$ cat config.mk
export PLATFORM = sky130hd
export DESIGN_NAME = echo_request_input
export DESIGN_NICKNAME = d
export VERILOG_FILES = /design/src/rtl/echo_portal_pkg.sv /design/src/rtl/portal_word_fifo.sv /design/src/rtl/echo_request_input.sv
export SDC_FILE = /design/constraint.sdc
export NUM_CORES = 1
export LEC_CHECK = 0
export CORE_ASPECT_RATIO = 1.25
export CORE_MARGIN = 3
export CORE_UTILIZATION = 34
export DETAILED_ROUTE_END_ITERATION = 8
export DONT_BUFFER_PORTS = 1
export GPL_TIMING_DRIVEN = 0
export PLACE_DENSITY_LB_ADDON = 0.3
export REMOVE_ABC_BUFFERS = 1
export SETUP_SLACK_MARGIN = 0.5
export SKIP_LAST_GASP = 1
export SLEW_MARGIN = 25
export SYNTH_ARGS = -nofsm -noshare
export SYNTH_HDL_FRONTEND = slang
export SYNTH_HIERARCHICAL = 1
export SYNTH_SLANG_ARGS = --single-unit
$ cat constraint.sdc
create_clock -name CLK -period 6 [get_ports CLK]
set_clock_uncertainty 0.2 [all_clocks]
set_input_delay 0 -clock CLK [delete_from_list [all_inputs] [get_ports CLK]]
set_output_delay 0 -clock CLK [all_outputs]
set_load 0.01 [all_outputs]
$ cat src/rtl/echo_portal_pkg.sv
// Shared definitions for the echo portal: decoder states, header layout and
// method sizing, used by both the request and indication sides.
package echo_portal_pkg;

  localparam int unsigned WORD_W           = 32;
  localparam int unsigned HDR_METHOD_LSB   = 16;
  localparam int unsigned HDR_METHOD_W     = 16;
  localparam int unsigned HDR_LEN_LSB      = 0;
  localparam int unsigned HDR_LEN_W        = 16;
  localparam int unsigned SAY_METHOD_LEN   = 2;
  localparam int unsigned SAY_PAYLOAD_BITS = 32;

  typedef enum logic [1:0] {
    ST_HDR,
    ST_PAY,
    ST_ISSUE,
    ST_DRAIN
  } dec_state_e;

  typedef struct packed {
    logic [HDR_METHOD_W-1:0] method;
    logic [HDR_LEN_W-1:0]    len;
  } msg_hdr_t;

  function automatic msg_hdr_t unpack_hdr(input logic [WORD_W-1:0] w);
    msg_hdr_t h;
    h.method = w[HDR_METHOD_LSB +: HDR_METHOD_W];
    h.len    = w[HDR_LEN_LSB +: HDR_LEN_W];
    return h;
  endfunction

endpackage

$ cat src/rtl/portal_word_fifo.sv
// Synchronous word FIFO with a registered occupancy count; read data is the
// current head word (no bypass from the write port).
module portal_word_fifo #(
  parameter int unsigned DEPTH = 4,
  parameter int unsigned WIDTH = 32
) (
  input  logic             clk_i,
  input  logic             rst_i,
  input  logic             push_i,
  input  logic [WIDTH-1:0] wdata_i,
  input  logic             pop_i,
  output logic [WIDTH-1:0] rdata_c,
  output logic             full_c,
  output logic             empty_c
);

  localparam int unsigned AW = (DEPTH > 1) ? $clog2(DEPTH) : 1;
  localparam int unsigned CW = AW + 1;

  logic [WIDTH-1:0] mem_q [DEPTH];
  logic [AW-1:0]    wr_ptr_q;
  logic [AW-1:0]    rd_ptr_q;
  logic [CW-1:0]    count_q;
  logic             push_c;
  logic             pop_c;

  assign empty_c = (count_q == '0);
  assign full_c  = (count_q == CW'(DEPTH));
  assign pop_c   = pop_i && !empty_c;
  // A pop in the same cycle frees the slot a full FIFO would otherwise lack.
  assign push_c  = push_i && (!full_c || pop_c);
  assign rdata_c = mem_q[rd_ptr_q];

  always_ff @(posedge clk_i) begin
    if (rst_i) begin
      wr_ptr_q <= '0;
      rd_ptr_q <= '0;
      count_q  <= '0;
    end else begin
      if (push_c) wr_ptr_q <= wr_ptr_q + AW'(1);
      if (pop_c)  rd_ptr_q <= rd_ptr_q + AW'(1);
      case ({push_c, pop_c})
        2'b10:   count_q <= count_q + CW'(1);
        2'b01:   count_q <= count_q - CW'(1);
        default: count_q <= count_q;
      endcase
    end
  end

  always_ff @(posedge clk_i) begin
    if (push_c) mem_q[wr_ptr_q] <= wdata_i;
  end

endmodule

$ cat src/rtl/echo_request_input.sv
// Request-side demultiplexer: buffers host words, decodes headers, issues
// `say` to the Echo core and drains/counts anything malformed.
module echo_request_input
  import echo_portal_pkg::*;
#(
  parameter int unsigned DEPTH      = 4,
  parameter int unsigned SAY_METHOD = 0
) (
  input  logic        CLK,
  input  logic        RST_N,
  input  logic [31:0] requests_0_enq_v,
  input  logic        EN_requests_0_enq,
  output logic        RDY_requests_0_enq,
  output logic        requests_0_notFull,
  output logic        RDY_requests_0_notFull,
  input  logic [15:0] messageSize_size_methodNumber,
  output logic [15:0] messageSize_size,
  output logic        RDY_messageSize_size,
  output logic [31:0] say_v,
  output logic        say__ENA,
  input  logic        say__RDY,
  output logic [7:0]  error_count
);

  dec_state_e        state_q, state_d;
  logic [15:0]       remaining_q, remaining_d;
  logic [31:0]       say_v_q, say_v_d;
  logic              say_ena_q, say_ena_d;
  logic [7:0]        err_q, err_d;
  logic              pop_c;
  logic [WORD_W-1:0] fifo_rdata_c;
  logic              fifo_full_c;
  logic              fifo_empty_c;
  msg_hdr_t          hdr_c;

  portal_word_fifo #(
    .DEPTH (DEPTH),
    .WIDTH (WORD_W)
  ) u_fifo (
    .clk_i   (CLK),
    .rst_i   (RST_N),
    .push_i  (EN_requests_0_enq),
    .wdata_i (requests_0_enq_v),
    .pop_i   (pop_c),
    .rdata_c (fifo_rdata_c),
    .full_c  (fifo_full_c),
    .empty_c (fifo_empty_c)
  );

  assign RDY_requests_0_enq     = !fifo_full_c && !RST_N;
  assign requests_0_notFull     = RDY_requests_0_enq;
  assign RDY_requests_0_notFull = 1'b1;
  assign RDY_messageSize_size   = 1'b1;
  assign messageSize_size       = (messageSize_size_methodNumber == 16'(SAY_METHOD))
                                  ? 16'(SAY_PAYLOAD_BITS) : 16'd0;
  assign say_v       = say_v_q;
  assign say__ENA    = say_ena_q;
  assign error_count = err_q;

  always_ff @(posedge CLK) begin
    if (RST_N) begin
      state_q     <= ST_HDR;
      remaining_q <= '0;
      say_v_q     <= '0;
      say_ena_q   <= 1'b0;
      err_q       <= '0;
    end else begin
      state_q     <= state_d;
      remaining_q <= remaining_d;
      say_v_q     <= say_v_d;
      say_ena_q   <= say_ena_d;
      err_q       <= err_d;
    end
  end

  // Decoder: one pop per cycle in HDR/PAY/DRAIN, none while a say is pending.
  always_comb begin
    state_d     = state_q;
    remaining_d = remaining_q;
    say_v_d     = say_v_q;
    say_ena_d   = say_ena_q;
    err_d       = err_q;
    pop_c       = 1'b0;
    hdr_c       = unpack_hdr(fifo_rdata_c);
    case (state_q)
      ST_HDR: begin
        if (!fifo_empty_c) begin
          pop_c = 1'b1;
          if (hdr_c.method == 16'(SAY_METHOD) && hdr_c.len == 16'(SAY_METHOD_LEN)) begin
            state_d = ST_PAY;
          end else begin
            if (err_q != 8'hFF) err_d = err_q + 8'd1;
            if (hdr_c.len > 16'd1) begin
              remaining_d = hdr_c.len - 16'd1;
              state_d     = ST_DRAIN;
            end
          end
        end
      end
      ST_PAY: begin
        if (!fifo_empty_c) begin
          pop_c     = 1'b1;
          say_v_d   = fifo_rdata_c;
          say_ena_d = 1'b1;
          state_d   = ST_ISSUE;
        end
      end
      ST_ISSUE: begin
        if (say__RDY) begin
          say_ena_d = 1'b0;
          state_d   = ST_HDR;
        end
      end
      ST_DRAIN: begin
        if (!fifo_empty_c) begin
          pop_c = 1'b1;
          if (remaining_q == 16'd1) begin
            state_d = ST_HDR;
          end else begin
            remaining_d = remaining_q - 16'd1;
          end
        end
      end
      default: state_d = ST_HDR;
    endcase
  end

endmodule

==> results.md, run 1 <==
Global route:
- The global-route wire length before repair is 29100 µm.
- For this run, the total global-route usage over all layers was measured as 14.0%.
- The largest net degree at the start of global routing is 71.
- The leftover overflow at the end of global routing is 0.
- The number of antenna violations at the first check in global routing is 0.
- The number of global-route vias before repair is 5333.

Place:
- Summing all placed instances gives a cell area of 8740 µm².
- The number of buffers added on ports is 0.
- At the placement stage, the worst setup path has a slack of 1.81 ns.
- The final weighted congestion of routability-driven global placement is 0.806.
- Detailed placement finished with a half-perimeter wire length of 12400 µm.

Clocking:
- TritonCTS built the clock tree.
- The H-tree was split into 4 levels.
- The post-CTS clock slew at the launch and capture registers of the worst setup and hold paths is 0.07 ns.
- The tree built by TritonCTS fans out to 196 sinks.
- The tree is rooted in a sky130_fd_sc_hd__clkbuf_16.
- The source-to-sink clock delay at the later pin of the worst-skew pair is 0.43 ns.
- The clock passes through at most 2 buffers.
- Clock tree synthesis inserted a total of 17 buffers.
- The post-cts sizing count is 0.

Synth:
- The area of the mapped netlist is 8380 µm².
- The average cell area after synthesis is 12.8 µm².
- After Yosys synthesis, XOR and XNOR cells account for 2.72% of the synthesized area.
- Summing the areas of all and, or, nand and nor instances in the mapped netlist gives 12.4% of the synthesized area.
- The sequential share of the synthesized area is 62.1%.
- The synthesized netlist devotes 1.73% of its cell area to adder and majority cells.
- By area, the combinational part of the netlist is dominated by simple AND/OR/NAND/NOR gates.
- The Yosys step of the flow raised 6 warnings.
- The dominant synthesized flop cell is sky130_fd_sc_hd__edfxtp_1.
- The number of register bits inferred by synthesis is 196.
- Multiplexer cells account for 8.86% of the synthesized area.
- The number of enable-type register cells in the synthesized netlist is 128.
- The area fraction in compound gates after synthesis is 8.02%.
- The post-synthesis instance total is 655.
- The number of distinct library cells after synthesis is 59.
- Of all flip-flops after synthesis, the portion carrying an async set or reset was 0%.

Power and ir drop:
- The power density over the cells is 410 nW/µm².
- The portion of total power attributed to the clock network is 29.7%.
- IR analysis of the VDD net gives a maximum drop of 0.234 mV.
- The switching power share of the total is 32.4%.
- The total leakage power is 3.11 nW.
- The internal power of the cells totals 2.70 mW.
- The proportion of power drawn by combinational gates is 27.1%.
- The sequential fraction of design power is 43.2%.
- The analysis attributes to net switching a power of 1.29 mW.
- Power comes to 4.00 mW.

Cells and area:
- The most frequent standard cell in the layout excluding fill and tap cells is sky130_fd_sc_hd__edfxtp_1.
- The share of final-layout standard cells stronger than drive strength 1 is 13.2%.
- The repair_antennas step left the layout with diodes totalling 0.
- After the last flow step, the layout net total stands at 749.
- Compared with the post-synthesis result, the final layout area differs by 16.4%.
- In the layout the commonest cells are sky130_fd_sc_hd__edfxtp_1 (128), sky130_fd_sc_hd__nand2_1 (90), sky130_fd_sc_hd__dfxtp_1 (66).
- After routing the design area is 9750 µm².

Floorplan:
- The die boundary width is 146 µm.
- The initialized floorplan defines 63 standard-cell rows.
- The area of the placeable core is 24000 µm².
- The area enclosed by the die boundary is 26600 µm².
- The effective utilization at floorplan is 35.0%.
- In this run the count of I/O pins placed on the die edge is 113.
- The die extent in y is 181 µm.

Drt:
- For this block, the initial DRC count from the detailed router was 366.
- The number of vias per cell after detailed routing is 5.13.
- The number of iterations in the first detailed-routing pass is 5.
- The total number of vias is 5252.
- In the final routed layout, each cell accounts on average for 17.9 µm.
- The number of DRC violations after detailed routing is 0.
- The number of nets with antenna violations after detailed routing is 0.
- Summed over all layers, the routed wires come to 18300 µm.

STA:
- Across all setup checks in the final design, the least slack found is 1.79 ns.
- The final hold slack is 0.00259 ns.
- The share of the clock period used by the worst path is 70.2%.
- The relative slew slack is 39.5%.
- Setup repair after global routing left no endpoint under its margin.
- The count of pins over their slew limit is 0.
- The total negative slack for setup checks is 0 ns.
- The clock period minus final worst setup slack is 4.21 ns.
- Timing would allow up to 237 MHz.
- The transition time at the pin with the least slew margin is 0.904 ns.
- The final hold violation count is 0.
- Setup violations remaining at the end of the flow were counted as 0.

Worst hold path:
- The worst min-delay path class is input pin to output pin.
- The worst hold path begins at messageSize_size_methodNumber[11].

Setup path:
- The type of the worst setup path is register to register.
- The worst setup path is captured at a register.
- The standard cell with the maximum stage delay on the critical path is sky130_fd_sc_hd__nor4_4.
- The slack of the worst reg-to-reg path is 1.79 ns.
- The maximum net fanout on the critical path is 29.
- The family with the most delay on the worst path is simple AND/OR/NAND/NOR gates.
- For this run, the slowest stage of the critical path takes 0.67 ns.
- The buffering stage count on the worst path with inverters included is 2.
- The startpoint type of the worst setup path is a register.
- Traced cell by cell, the critical path runs through buf_16 -> mux4_2 -> inv_1 -> ha_1 -> nor4b_1 -> nand4_1 -> nor4_4 -> a211o_1 -> o21ai_0 -> a21oi_1.
- For the worst setup path, the data arrival time is 4.37 ns.
- Data on the critical path is required at its endpoint by 6.16 ns.

Outcome:
- The flow ran to the end, and the final reports show no timing, DRC or antenna violations.

Run:
- Max-cap violations in this run came to 0.
## state kept, by name, indices dropped and copies added, names as in the netlist, 2 cells and up, named ones only
register,flops
state_q,2
u_fifo/mem_q,128
u_fifo/rd_ptr_q,2
u_fifo/count_q,3
error_count,8
remaining_q,16
say_v,32
u_fifo/wr_ptr_q,2
## final cells by class
class	count	area (µm²)
Multi-Input combinational cell	413	2910
Fill cell	2255	14200
Clock buffer	22	474
Sequential cell	196	5210
Tap cell	325	407
Clock inverter	10	144
Inverter	11	41.3
Timing Repair Buffer	47	571
## final timing paths
kind,endpoint,cells after the start
setup reg to reg,remaining_q[4]$_SDFFE_PP0P_,10
setup / recovery,remaining_q[4]$_SDFFE_PP0P_,10
hold reg to reg,say_v[29]$_SDFFE_PP0P_,2
hold / removal,messageSize_size[5],2
## per-stage QoR
stage          std cells  utilization (%)
2_1_floorplan        620                -
3_3_place_gp         945             35.7
3_5_place_dp         954             36.5
4_1_cts             1024             40.7
5_1_grt             1024             40.7
6_report            1024             40.7
## power groups by stage
stage	combinational (mW)	clock, mW	sequential, mW
after global placement	0.927	0	1.79
after floorplan	0.736	0	1.75
after CTS	1.08	1.21	1.72
after global routing	1.20	1.27	1.74
after detailed placement	1.04	0	1.75
final	1.08	1.19	1.72
## cells by family after synthesis
family | Yosys count
AOI/OAI and AO/OA | 113
xor gates and xnor gates | 26
adders and majority gates | 11
buffers and inverters | 61
DFF | 196
muxes | 34
other | 2
and+or+nand+nor | 212
## per-layer routing
layer	routed length, µm	part of all wire [%]	GRT usage [%]
met5	0	0	0
met4	317	1.7	5.61
met3	801	4.4	3.10
met2	9620	52	24.7
met1	7590	41	16.6
## cells in the mapped netlist (11+ instances only)
master | number | share of area, %
sky130_fd_sc_hd__a21oi_1 | 60 | 3.6
sky130_fd_sc_hd__buf_4 | 22 | 2.0
sky130_fd_sc_hd__clkbuf_1 | 19 | 0.85
sky130_fd_sc_hd__dfxtp_1 | 68 | 16
sky130_fd_sc_hd__edfxtp_1 | 128 | 46
sky130_fd_sc_hd__inv_1 | 11 | 0.49
sky130_fd_sc_hd__mux4_2 | 32 | 8.6
sky130_fd_sc_hd__nand2_1 | 91 | 4.1
sky130_fd_sc_hd__nand3_1 | 11 | 0.66
sky130_fd_sc_hd__nor2_1 | 42 | 1.9
sky130_fd_sc_hd__nor3_1 | 13 | 0.78
sky130_fd_sc_hd__nor4_1 | 13 | 0.97
sky130_fd_sc_hd__o21ai_0 | 11 | 0.66
sky130_fd_sc_hd__o21ai_1 | 13 | 0.78
sky130_fd_sc_hd__xnor2_1 | 17 | 1.8
## what timing repair did
action | in CTS | in global routing
hold endpoints to repair | 199 | 0
buffers inserted | 0 | 0
hold buffers | 38 | 0
Note: power is estimated with default switching activity, not from simulation.
==> inputs of run 2 (changes only) <==
==> constraint.sdc (replaced) <==
create_clock -name CLK -period 3.5 [get_ports CLK]
set_clock_uncertainty 0.2 [all_clocks]
set_input_delay 0 -clock CLK [delete_from_list [all_inputs] [get_ports CLK]]
set_output_delay 0 -clock CLK [all_outputs]
set_load 0.01 [all_outputs]
==> results.md, run 2 (same netlist as run 1, synthesis figures left out) <==
Floorplan:
- The floorplan step set the die width to 146 µm.
- For this design the top-level I/O count stands at 113.
- The area of the placeable core is 24000 µm².
- The effective utilization at floorplan is 35.0%.
- The die extent in y is 181 µm.
- After floorplanning, the core was divided into 63 placement rows.
- The area enclosed by the die boundary is 26600 µm².

Power and ir drop:
- In this run switching power makes up 33.1% of total power.
- The total leakage power is 3.69 nW.
- Of the total power, registers draw 39.4%.
- The total internal power is 5.03 mW.
- The portion of total power attributed to the clock network is 27.2%.
- The proportion of power drawn by combinational gates is 33.4%.
- The worst voltage drop across the vdd grid is 0.442 mV.
- The power density over the cells is 691 nW/µm².
- In this run the power spent charging and discharging nets is 2.49 mW.

Setup path:
- The type of the worst setup path is register to register.
- STA classifies the critical path startpoint as a register.
- The endpoint kind of the worst setup timing path is a register.
- The worst path arrival time is 3.29 ns.
- The worst path required time is 3.66 ns.
- The slack of the worst reg-to-reg path is 0.37 ns.
- Of all nets on the critical path, the largest fanout is 13.

Cells and area:
- Summing all multi-input logic gate instances after layout gives 3170 µm².
- The number of standard cells in the final layout excluding fillers is 1105.
- Leaving out fill and tap cells, the most frequent cell in the layout is sky130_fd_sc_hd__edfxtp_1.
- The area occupied by registers is 5220 µm².
- The repair_antennas step left the layout with diodes totalling 0.
- Counting flops per register, the top entry is u_fifo/mem_q.
- The flip-flop count of the largest register, all copies and words added is 128.
- After routing the design area is 10900 µm².
- The final layout contains 830 nets.
- In the final layout, the share of cells above drive strength 1 is 20.0%.
- In the layout the commonest cells are sky130_fd_sc_hd__edfxtp_1 (128), sky130_fd_sc_hd__nand2_1 (90), sky130_fd_sc_hd__dlygate4sd3_1 (81).
- Relative to the synthesized area, the layout overhead comes to 30.1%.
- The number of fillers in the final layout is 2158.

Global route:
- The met3 track demand over resource in global routing is 3.22%.
- The global router's overall resource usage is 15.5%.
- After global routing, the most crowded layer is met2.
- For met1 alone, demand over resource in global routing was 18.3%.
- The number of global-route vias before repair is 5810.
- Entering global routing, the biggest net connects 71 pins.
- For met2 alone, demand over resource in global routing was 27.8%.
- For this run the aggregate overflow at the end of global routing stands at 0.
- The number of antenna violations at the first check in global routing is 0.
- The first global-routing pass estimated 32300 µm of wire.

Place:
- Summing all placed instances gives a cell area of 8740 µm².
- The number of buffers added on ports is 0.
- The wire-length estimate of the detail-placed layout is 12400 µm.
- The number of placed cells counting well taps is 954.
- The final weighted congestion of routability-driven global placement is 0.806.

Clocking:
- The maximum clock path buffer count is 2.
- For this design, the sink count on the clock tree is 196.
- In this run the clock root is driven by a sky130_fd_sc_hd__clkbuf_16.
- The source-to-sink clock delay at the later pin of the worst-skew pair is 0.44 ns.
- The number of buffers inserted during clock tree synthesis is 17.
- The clock tree from TritonCTS is built.
- The CTS H-tree depth is 4.
- The post-CTS clock slew at the launch and capture registers of the worst setup and hold paths is 0.07 ns.

STA:
- Setup repair after global routing could not meet its margin everywhere.
- The final hold violation count is 0.
- The highest achievable clock rate is 320 MHz.
- Measured against its own limit, the worst slew margin works out to 32.6%.
- The count of pins over their slew limit came to 0.
- The count of endpoints failing setup in the final report is 0.
- For the pin with the worst max-slew slack, the measured transition is 1.00 ns.
- The smallest clock period supported by the final layout is computed as 3.13 ns.
- The share of the clock period used by the worst path is 89.3%.

Drt:
- The number of nets with antenna violations after detailed routing is 0.
- Wires add up to 21100 µm.
- The total number of vias is 5689.
- After detailed routing, the average wire length per cell comes to 19.1 µm.
- The first routing iteration left 416 violations.
- The first detailed-routing pass took 5 iterations.
- After detailed routing, the number of vias per cell comes to 5.15.
- For this run, design rule violations remaining after detail routing come to 0.

Outcome:
- The run finished with clean final reports.

Run:
- The max-cap violation count is 0.

Worst hold path:
- The worst min-delay path class is input pin to register.
run 2: cell count changes in the layout (fill, tap and decap cells not counted), moves of 3 or more:
cell / change
sky130_fd_sc_hd__a21oi_1: -3
sky130_fd_sc_hd__a21oi_4: +3
sky130_fd_sc_hd__buf_12: +7
sky130_fd_sc_hd__buf_4: +19
sky130_fd_sc_hd__buf_6: +5
sky130_fd_sc_hd__dlygate4sd3_1: +44
sky130_fd_sc_hd__nor4_1: -6
sky130_fd_sc_hd__nor4_2: +3
sky130_fd_sc_hd__nor4_4: +3
sky130_fd_sc_hd__or4_1: -3
sky130_fd_sc_hd__or4_4: +3
run 2: per-layer routing:
| layer | vias up | share of wire, % | routed length [µm] |
|---|---|---|---|
| met3 | 35 | 5.2 | 1100 |
| li1 | 2622 | - | - |
| met5 | - | 0 | 0 |
| met1 | 2844 | 40 | 8340 |
| met2 | 188 | 53 | 11100 |
| met4 | 0 | 2.4 | 502 |
run 2: layout make-up:
class	count	share of cell area, %
sequential	196	47.9
multi-input combinational	415	29.1
clock inverter	10	1.32
inverter	11	0.379
timing repair buffer	126	13.2
tap	325	3.73
clock buffer	22	4.35
run 2: worst paths after layout:
| check | startpoint | cells after the start | end |
|---|---|---|---|
| max | register | 11 | remaining_q[4]$_SDFFE_PP0P_ |
| min | RST_N | 2 | u_fifo/count_q[0]$_SDFFE_PP0P_ |
| max reg2reg | register | 11 | remaining_q[4]$_SDFFE_PP0P_ |
| min reg2reg | remaining_q[9]$_SDFFE_PP0P_ | 2 | remaining_q[9]$_SDFFE_PP0P_ |
run 2: power by group through the flow:
stage          registers (mW)  clock network, mW  logic (mW)
2_1_floorplan            3.00                  0        1.26
3_3_place_gp             3.06                  0        1.59
3_5_place_dp             3.00                  0        1.78
4_1_cts                  2.96               2.08        2.38
5_1_grt                  3.00               2.18        2.72
6_report                 2.96               2.04        2.52
run 2: worst max-delay path, stage by stage (launching register included):
cell                      delay [ns]
sky130_fd_sc_hd__dfxtp_4        0.40
sky130_fd_sc_hd__buf_16         0.14
sky130_fd_sc_hd__buf_6          0.10
sky130_fd_sc_hd__buf_12         0.10
sky130_fd_sc_hd__mux4_2         0.53
sky130_fd_sc_hd__nor4_4         0.37
sky130_fd_sc_hd__nand4_1        0.26
sky130_fd_sc_hd__nor4_4         0.25
sky130_fd_sc_hd__buf_4          0.17
sky130_fd_sc_hd__a211o_4        0.23
sky130_fd_sc_hd__o21ai_0        0.14
sky130_fd_sc_hd__a21oi_1        0.17
run 2: what timing repair did:
item	4_1_cts	5_1_grt
setup endpoints to repair	27	38
cloned	4	1
endpoints found under the hold margin	199	43
gates resized for setup	30	32
hold buffers	79	4
setup buffers	26	5
pin swaps	7	22
run 2: stage by stage:
stage | setup TNS [ns] | utilization, % | hold WS (ns) | power (mW) | setup slack, ns
6_report | 0 | 45.5 | 0.000271 | 7.53 | 0.374
3_5_place_dp | -11.42 | 36.5 | -0.102 | 4.79 | -0.693
3_3_place_gp | -95.03 | 35.7 | -0.104 | 4.65 | -2.10
5_1_grt | 0 | 45.5 | 0.00142 | 7.89 | 0.310
2_1_floorplan | -16.39 | - | -0.135 | 4.26 | -0.759
4_1_cts | 0 | 44.4 | -0.571 | 7.42 | 0.421
==> inputs of run 3 (changes only) <==
--- a/config.mk
+++ b/config.mk
@@ -7,11 +7,11 @@
 export LEC_CHECK = 0
 export CORE_ASPECT_RATIO = 1.25
 export CORE_MARGIN = 3
-export CORE_UTILIZATION = 34
+export CORE_UTILIZATION = 55
 export DETAILED_ROUTE_END_ITERATION = 8
 export DONT_BUFFER_PORTS = 1
 export GPL_TIMING_DRIVEN = 0
-export PLACE_DENSITY_LB_ADDON = 0.3
+export PLACE_DENSITY = 0.75
 export REMOVE_ABC_BUFFERS = 1
 export SETUP_SLACK_MARGIN = 0.5
 export SKIP_LAST_GASP = 1
==> results.md, run 3 (same netlist as run 1, synthesis figures left out) <==
Drt:
- The number of iterations in the first detailed-routing pass is 5.
- After detailed routing, the average wire length per cell comes to 21.5 µm.
- The number of DRC violations after detailed routing is 0.
- The total number of vias is 5740.
- The routed design has 20000 µm of wire.
- The DRC marker count from the first detailed-route iteration is 448.
- The number of nets with antenna violations after detailed routing is 0.
- In the routed layout, each cell is associated on average with a via count of 6.17.

Floorplan:
- Once the floorplan was initialized, standard cells occupied 57.2% of the core.
- The die extent in y is 144 µm.
- After floorplanning, the core was sized to cover 14700 µm².
- The die boundary width is 116 µm.
- The die covers 16800 µm².
- The count of standard-cell rows is 49.
- For this design the top-level I/O count stands at 113.

Worst hold path:
- The endpoint with the worst hold slack is messageSize_size[5].
- Along the worst hold path, the cell count comes to 2.
- The path class of the tightest hold or removal check is input pin to output pin.
- The worst hold path begins at messageSize_size_methodNumber[9].

Cells and area:
- The number of fillers in the final layout is 930.
- The number of nets in the layout is 803.
- Ranked by flip-flop count, first place goes to u_fifo/mem_q.
- The most frequent standard cell in the layout excluding fill and tap cells is sky130_fd_sc_hd__edfxtp_1.
- The share of final-layout standard cells stronger than drive strength 1 is 22.6%.
- In the layout the commonest cells are sky130_fd_sc_hd__edfxtp_1 (128), sky130_fd_sc_hd__nand2_1 (90), sky130_fd_sc_hd__dfxtp_1 (65).
- The repair_antennas step left the layout with diodes totalling 0.
- The register with the most flip-flops in the layout has 128 of them.
- After routing the design area is 10300 µm².
- Compared with the post-synthesis result, the final layout area differs by 23.1%.

Clocking:
- Clock-pin slew was measured on the worst setup and hold paths at 0.07 ns.
- In this run the deepest clock path goes through 2 buffers.
- The clock tree from TritonCTS is built.
- Counting every sink on the clock net gives 196.
- The number of buffers inserted during clock tree synthesis is 17.
- The CTS H-tree depth is 4.
- The clock root buffer is sky130_fd_sc_hd__clkbuf_16.
- The source-to-sink clock delay at the later pin of the worst-skew pair is 0.44 ns.

Place:
- At the end of routability-driven placement, the weighted congestion stood at 0.805.
- The count of buffers added on input and output ports is 0.
- Prior to clock tree synthesis, the placed netlist has a worst setup slack of -0.342 ns.
- After detailed placement, the total cell area comes to 8570 µm².
- The HPWL after detailed placement is 11300 µm.

STA:
- Setup violations remaining at the end of the flow were counted as 0.
- The minimum setup slack in the final design is 0.294 ns.
- The final hold slack is -0.000389 ns.
- The transition time at the pin with the least slew margin is 1.02 ns.
- The count of pins over their slew limit is 0.
- The relative slew slack is 31.4%.
- After layout, the minimum clock period comes to 3.21 ns.
- The final hold violation count came to 1.
- The total negative slack for setup checks is 0 ns.
- Static timing analysis puts the maximum clock frequency at 312 MHz.
- The final critical path takes up 91.6% of the cycle.
- Setup repair after global routing could not meet its margin everywhere.

Setup path:
- Across all register-to-register paths, the minimum setup slack is 0.29 ns.
- At the worst endpoint, the arrival time is 3.38 ns.
- The worst setup path is of the register to register kind.
- The endpoint kind of the worst setup timing path is a register.
- STA puts the critical path data required time at 3.67 ns.
- The capturing point of the worst reg2reg path is remaining_q[0]$_SDFFE_PP0P_.
- STA classifies the critical path startpoint as a register.
- Measured in cells, the most critical reg-to-reg path has a length of 11.
- Along the worst path, the maximum fanout reaches 5.

Global route:
- Summed over all layers, the global routing overflow is 0.
- The global-route wire length before repair is 30100 µm.
- The largest net degree at the start of global routing is 71.
- The global router's overall resource usage is 23.8%.
- The number of global-route vias before repair came to 5622.
- The number of antenna violations at the first check in global routing is 0.

Power and ir drop:
- For this design the static power due to leakage is 3.44 nW.
- The power density over the cells is 708 nW/µm².
- The worst-case IR drop observed on VDD is 0.482 mV.
- The total chip power is 7.30 mW.

Outcome:
- The final reports fail on negative hold slack.
- The flow ran to the end, but the final reports show violations.

Run:
- The tool flagged a number of max-cap violations equal to 0.
run 3: cell types whose count changed in the layout (fill, tap and decap cells not counted), moves of 4 or more:
cell / delta
sky130_fd_sc_hd__buf_12: -4
sky130_fd_sc_hd__buf_16: +4
sky130_fd_sc_hd__dlygate4sd3_1: -45
sky130_fd_sc_hd__a21oi_2: +4
sky130_fd_sc_hd__buf_4: +17
run 3: timing repair:
item | 4_1_cts | 5_1_grt
hold buffers | 37 | 0
gates cloned | 5 | 3
resized for setup | 25 | 22
hold endpoints to repair | 199 | 0
pin swaps | 9 | 24
setup buffers | 26 | 21
setup endpoints to repair | 27 | 88
run 3: worst max-delay path by stage:
stage / to / slack [ns]
after detailed placement: remaining_q[4]$_SDFFE_PP0P_ / -0.34
after global placement: remaining_q[4]$_SDFFE_PP0P_ / -1.79
final: remaining_q[0]$_SDFFE_PP0P_ / 0.29
after CTS: remaining_q[0]$_SDFFE_PP0P_ / 0.40
after floorplan: remaining_q[2]$_SDFFE_PP0P_ / -0.76
after global routing: remaining_q[0]$_SDFFE_PP0P_ / 0.20
run 3: stage by stage:
step,cells,utilization (%)
final,931,70.4
after global routing,931,70.4
after CTS,907,68.3
after detailed placement,807,58.5
after global placement,798,57.1
after floorplan,620,-
run 3: layout make-up:
cell class                 count  area (µm²)  area share (%)
clock buffer                  18         429            4.16
clock inverter                14         146            1.42
inverter                      11        41.3           0.400
multi-input combinational    417        3130            30.4
sequential                   196        5210            50.6
tap                          178         223            2.16
timing repair buffer          97        1120            10.9
run 3: where the power goes:
group	total, mW	internal [mW]	leakage, nW	switching, mW
Sequential	2.98	2.74	1.73	0.237
Combinational	2.44	1.06	1.43	1.38
Clock	1.88	0.949	0.283	0.931
run 3: critical path, cell delays in order, from the launching register on:
cell and delay (ns):
sky130_fd_sc_hd__dfxtp_4 0.41, sky130_fd_sc_hd__buf_16 0.15, sky130_fd_sc_hd__buf_4 0.13, sky130_fd_sc_hd__buf_4 0.10, sky130_fd_sc_hd__mux4_2 0.54, sky130_fd_sc_hd__or4_4 0.55
sky130_fd_sc_hd__nor4_4 0.28, sky130_fd_sc_hd__buf_6 0.17, sky130_fd_sc_hd__buf_8 0.13, sky130_fd_sc_hd__a211oi_4 0.10, sky130_fd_sc_hd__buf_4 0.20, sky130_fd_sc_hd__a211oi_2 0.16
run 3: layer usage:
layer  track usage, %  wire (µm)
met1             29.1       7510
met2             41.5      10800
met3             5.11       1240
met4             8.74        437
met5                0          0
